--- config.mk ---
export PLATFORM = sky130hd
export DESIGN_NAME = fifo_word_packer
export DESIGN_NICKNAME = d
export VERILOG_FILES = /design/src/rtl/fifo_word_packer.sv
export SDC_FILE = /design/constraint.sdc
export NUM_CORES = 1
export LEC_CHECK = 0
export CAP_MARGIN = 20
export CORE_ASPECT_RATIO = 0.7
export CORE_MARGIN = 5
export CORE_UTILIZATION = 50
export CTS_CLUSTER_SIZE = 8
export DETAILED_ROUTE_END_ITERATION = 8
export PLACE_DENSITY = 0.85
export SYNTH_ARGS = -nofsm -noshare
export SYNTH_HDL_FRONTEND = slang
export SYNTH_SLANG_ARGS = --single-unit
--- constraint.sdc ---
create_clock -name clk -period 2.3 [get_ports clk]
set_input_delay 0.46 -clock clk [delete_from_list [all_inputs] [get_ports clk]]
set_output_delay 0.46 -clock clk [all_outputs]
set_load 0.03 [all_outputs]
--- src/rtl/fifo_word_packer.sv ---
// Packs consecutive FIFO entries into one wide word for the next pipeline stage.
// A flush forces out a partially filled word together with its entry count.
module fifo_word_packer #(
  parameter int DATA_WIDTH     = 8,
  parameter int BYTES_PER_WORD = 4,
  parameter int CNT_W          = $clog2(BYTES_PER_WORD + 1)
) (
  input  logic                                 clk,
  input  logic                                 reset,
  output logic                                 rd_en,
  input  logic [DATA_WIDTH-1:0]                rd_data,
  input  logic                                 rd_val,
  input  logic                                 flush,
  output logic [BYTES_PER_WORD*DATA_WIDTH-1:0] out_data,
  output logic [CNT_W-1:0]                     out_cnt,
  output logic                                 out_valid,
  input  logic                                 out_ready
);

  localparam int WORD_W = BYTES_PER_WORD * DATA_WIDTH;
  localparam logic [CNT_W-1:0] FULL = CNT_W'(BYTES_PER_WORD);

  typedef enum logic [1:0] {FETCH, WAIT, OUT} state_t;

  state_t            state, state_next;
  logic [CNT_W-1:0]  cnt, cnt_next, out_cnt_next;
  logic [WORD_W-1:0] data_next;
  logic              valid_next;

  // out_data doubles as the assembly register, so a partial word carries zeros above its last entry.
  always_ff @(posedge clk) begin
    if (reset) begin
      state     <= FETCH;
      cnt       <= '0;
      out_data  <= '0;
      out_cnt   <= '0;
      out_valid <= 1'b0;
    end else begin
      state     <= state_next;
      cnt       <= cnt_next;
      out_data  <= data_next;
      out_cnt   <= out_cnt_next;
      out_valid <= valid_next;
    end
  end

  // The read strobe is a decode of the FETCH state, so the entry returns while the FSM sits in WAIT.
  always_comb begin
    state_next   = state;
    cnt_next     = cnt;
    data_next    = out_data;
    out_cnt_next = out_cnt;
    valid_next   = out_valid;
    rd_en        = 1'b0;
    case (state)
      FETCH: begin
        if (flush && cnt != '0) begin
          state_next   = OUT;
          valid_next   = 1'b1;
          out_cnt_next = cnt;
        end else begin
          rd_en      = ~reset;
          state_next = WAIT;
        end
      end
      WAIT: begin
        if (rd_val) begin
          data_next[cnt*DATA_WIDTH +: DATA_WIDTH] = rd_data;
          cnt_next = cnt + CNT_W'(1);
          if (cnt_next == FULL) begin
            state_next   = OUT;
            valid_next   = 1'b1;
            out_cnt_next = FULL;
          end else begin
            state_next = FETCH;
          end
        end else begin
          state_next = FETCH;
        end
      end
      OUT: begin
        if (out_ready) begin
          valid_next = 1'b0;
          cnt_next   = '0;
          data_next  = '0;
          state_next = FETCH;
        end
      end
      default: state_next = FETCH;
    endcase
  end

endmodule
==> results of run 1 <==
-- worst paths after layout --
kind / slack [ns] / cells after the start / to
worst max-delay path: 0.08 / 6 / rd_en
worst min-delay path: 0.45 / 2 / out_valid
worst max register to register: 0.29 / 6 / out_data[3]
worst min register to register: 0.45 / 2 / out_valid
-- cells in the mapped netlist, drive strengths merged --
cell type,n,area [um2]
a2111oi,2,17.5
a21oi,8,40.0
a221oi,1,8.76
a311o,2,20.0
a311oi,1,8.76
a31oi,1,6.26
and3b,1,8.76
and4b,1,10.0
and4bb,1,12.5
buf,15,87.6
clkbuf,9,35.0
clkinv,1,3.75
dfxtp,41,821
ha,4,50.1
inv,8,30.0
mux2i,16,160
nand2,12,45.0
nand2b,3,18.8
nand3,53,270
nand3b,3,22.5
nand4,16,100
nand4bb,1,11.3
nor2,2,7.51
nor2b,17,106
nor4,1,6.26
nor4b,2,38.8
nor4bb,1,10.0
o211ai,16,160
or2,2,12.5
or4b,1,13.8
xor2,1,8.76
-- registers in the layout, summed over array words and instances (netlist names) --
register,flops
out_data,32
state,2
cnt,3
out_valid,1
out_cnt,3
-- cells in the final DEF, fill, tap and decap left out, types with 2 or more instances in the layout --
cell	Yosys	layout
nand2b_1	3	3
clkinv_2	0	2
nand4_1	16	16
o211ai_2	8	8
a21oi_1	8	8
nor2b_1	17	17
inv_1	8	8
dfxtp_1	41	41
ha_1	4	3
nand3_1	52	52
nand2_1	12	12
clkbuf_8	0	5
nand3b_1	3	3
or2_2	2	2
mux2i_1	16	16
o211ai_1	8	8
buf_4	1	11
clkdlybuf4s50_1	0	48
a311o_1	2	2
nor2_1	2	2
-- routing by layer --
layer  vias to the layer above  wire length, um
met3                         6              493
li1                        979                -
met1                       929             2650
met4                         0               58
met2                        83             2470
met5                         -                0
-- layout make-up --
cell class	count	share of cell area
clock inverters	3	0.00629
multi-input cells	169	0.428
well taps	55	0.0247
flip-flops and latches	41	0.295
inverters	9	0.0121
clock buffers	5	0.0247
repair buffers	60	0.210
-- cell families after synthesis --
logic type	after synthesis
buffers and inverters	33
flip-flops	41
multiplexers	16
AO/OA/AOI/OAI	31
AND/OR/NAND/NOR	117
adder cells (fa/ha/maj)	4
XOR/XNOR	1
-- worst max-delay path, cell delays in order, from the launching register on --
cell and delay (ns):
dfxtp_1 0.37, inv_1 0.08, ha_1 0.14, ha_2 0.25, inv_1 0.09, a2111oi_2 0.30
buf_4 0.22
-- power breakdown --
group | total, mW | leakage, nW | switching [mW] | internal [mW]
clock | 0.470 | 0.0439 | 0.260 | 0.209
sequential | 0.743 | 0.331 | 0.0159 | 0.727
combinational | 0.251 | 0.730 | 0.147 | 0.103
total | 1.46 | 1.10 | 0.424 | 1.04
==> impl_metrics.json, run 1 <==
{
  "start_util": 0.506,
  "hold_buffers": 0,
  "critical_path_class": "flip-flop to output pin",
  "dpl.hpwl_um": 3950,
  "ys_types": 38,
  "place_congestion": 0.794,
  "nFillCells": 367,
  "track_usage": 0.218,
  "die_area_mm2": 0.00574,
  "use_met2": 0.305,
  "drtIter0Drc": 227,
  "cts_tree": "built",
  "startpoint_type": "flip-flop",
  "placed_area_mm2": 0.00269,
  "grt_pass1_vias": 1889,
  "grtUsageMet1": 0.330,
  "netlist_instances": 243,
  "synth_seq_cells": 41,
  "cts.sinks": 41,
  "rows": 20,
  "drive_gt1_frac": 0.132,
  "synthMuxAreaShare": 0.0744,
  "grt_max_degree": 36,
  "synth_compound_area_frac": 0.122,
  "finalCritPeriodShare": 0.965,
  "fin_worst_skew_ns": 0.00885,
  "dp.cells": 334,
  "nNetsFinal": 303,
  "cts_resized": 0,
  "grt_busiest_layer": "met1",
  "synth-simple-area-share": 0.323,
  "synthAdderAreaFrac": 0.0233,
  "setup_viol": 0,
  "drt-vias-per-instance": 5.84,
  "hold_path_startpoint": "out_valid",
  "multi_input_area_mm2": 0.00119,
  "tns_ns": 0,
  "hold_violations": 0,
  "n_antenna_cell": 0,
  "drc_errors": 0,
  "coreArea_mm2": 0.00425,
  "cts_buffers": 5,
  "syn_area_mm2": 0.00215,
  "period_minus_slack_ns": 2.22,
  "drv_slew": 0,
  "wl_per_cell_um": 16.6,
  "ant_nets": 0,
  "fmax_mhz": 450,
  "holdWs_ns": 0.454,
  "use_met3": 0.0457,
  "cp-end-kind": "output pin",
  "worst_slack_ns": 0.0799,
  "leakagePower_nw": 1.10,
  "max_cap_viol_count": 0,
  "drt_first_pass_iters": 4,
  "clockBufferDepth": 2,
  "cts_setup_buffers": 0,
  "cp_max_fo": 7,
  "arrival_ns": 1.76,
  "cp.required_ns": 1.84,
  "cts_root_buffer": "clkbuf_8",
  "ys_seq_area_frac": 0.381,
  "relSlewSlack": 0.701,
  "grt_overflow": 0,
  "status": "finished, final reports clean",
  "io_pins": 50,
  "syn_area_per_cell_um2": 8.86,
  "fin_cells": 342,
  "final_core_util": 0.654,
  "routed_wl_um": 5670,
  "clkLatencyLatePin_ns": 0.31,
  "die_h_um": 64.9,
  "stdcell_area_mm2": 0.00278,
  "syn2layout_area_growth_pct": 29.3,
  "synth_top_family_by_area": "simple AND/OR/NAND/NOR gates",
  "pre_cts_ws_ns": 0.271,
  "vias": 1997,
  "ir_worst_vdd_v": 0.000370,
  "pwr_density_cell_mw_per_mm2": 526,
  "fin_total_pwr_mw": 1.46,
  "synth_xor_xnor_area_share": 0.00407,
  "worst_slew_pin_slew_ns": 0.448,
  "grt_pass1_wl_um": 9670,
  "regArea_um2": 821,
  "worstReg2RegStart": "cnt[1]",
  "cts.clk_slew.worst_paths_ns": 0.08,
  "rsz0062_at_grt": "false",
  "timing.critical_path.from": "cnt[1]",
  "holdCritPathClass": "flip-flop to flip-flop",
  "cts_htree_levels": 2,
  "port_buffers": 49,
  "die_width_um": 88.4,
  "antenna_found_initial": 0,
  "synth_fp_nets": 260,
  "synth_warnings": 0
}
Note: power is estimated with default switching activity, not from simulation.
==> run 2: changes to the inputs <==
--- a/config.mk
+++ b/config.mk
@@ -5,7 +5,7 @@
 export SDC_FILE = /design/constraint.sdc
 export NUM_CORES = 1
 export LEC_CHECK = 0
-export CAP_MARGIN = 20
+export CAP_MARGIN = 10
 export CORE_ASPECT_RATIO = 0.7
 export CORE_MARGIN = 5
 export CORE_UTILIZATION = 50
==> results of run 2 <==
Final layout, timing and power as in run 1 (identical DEF).
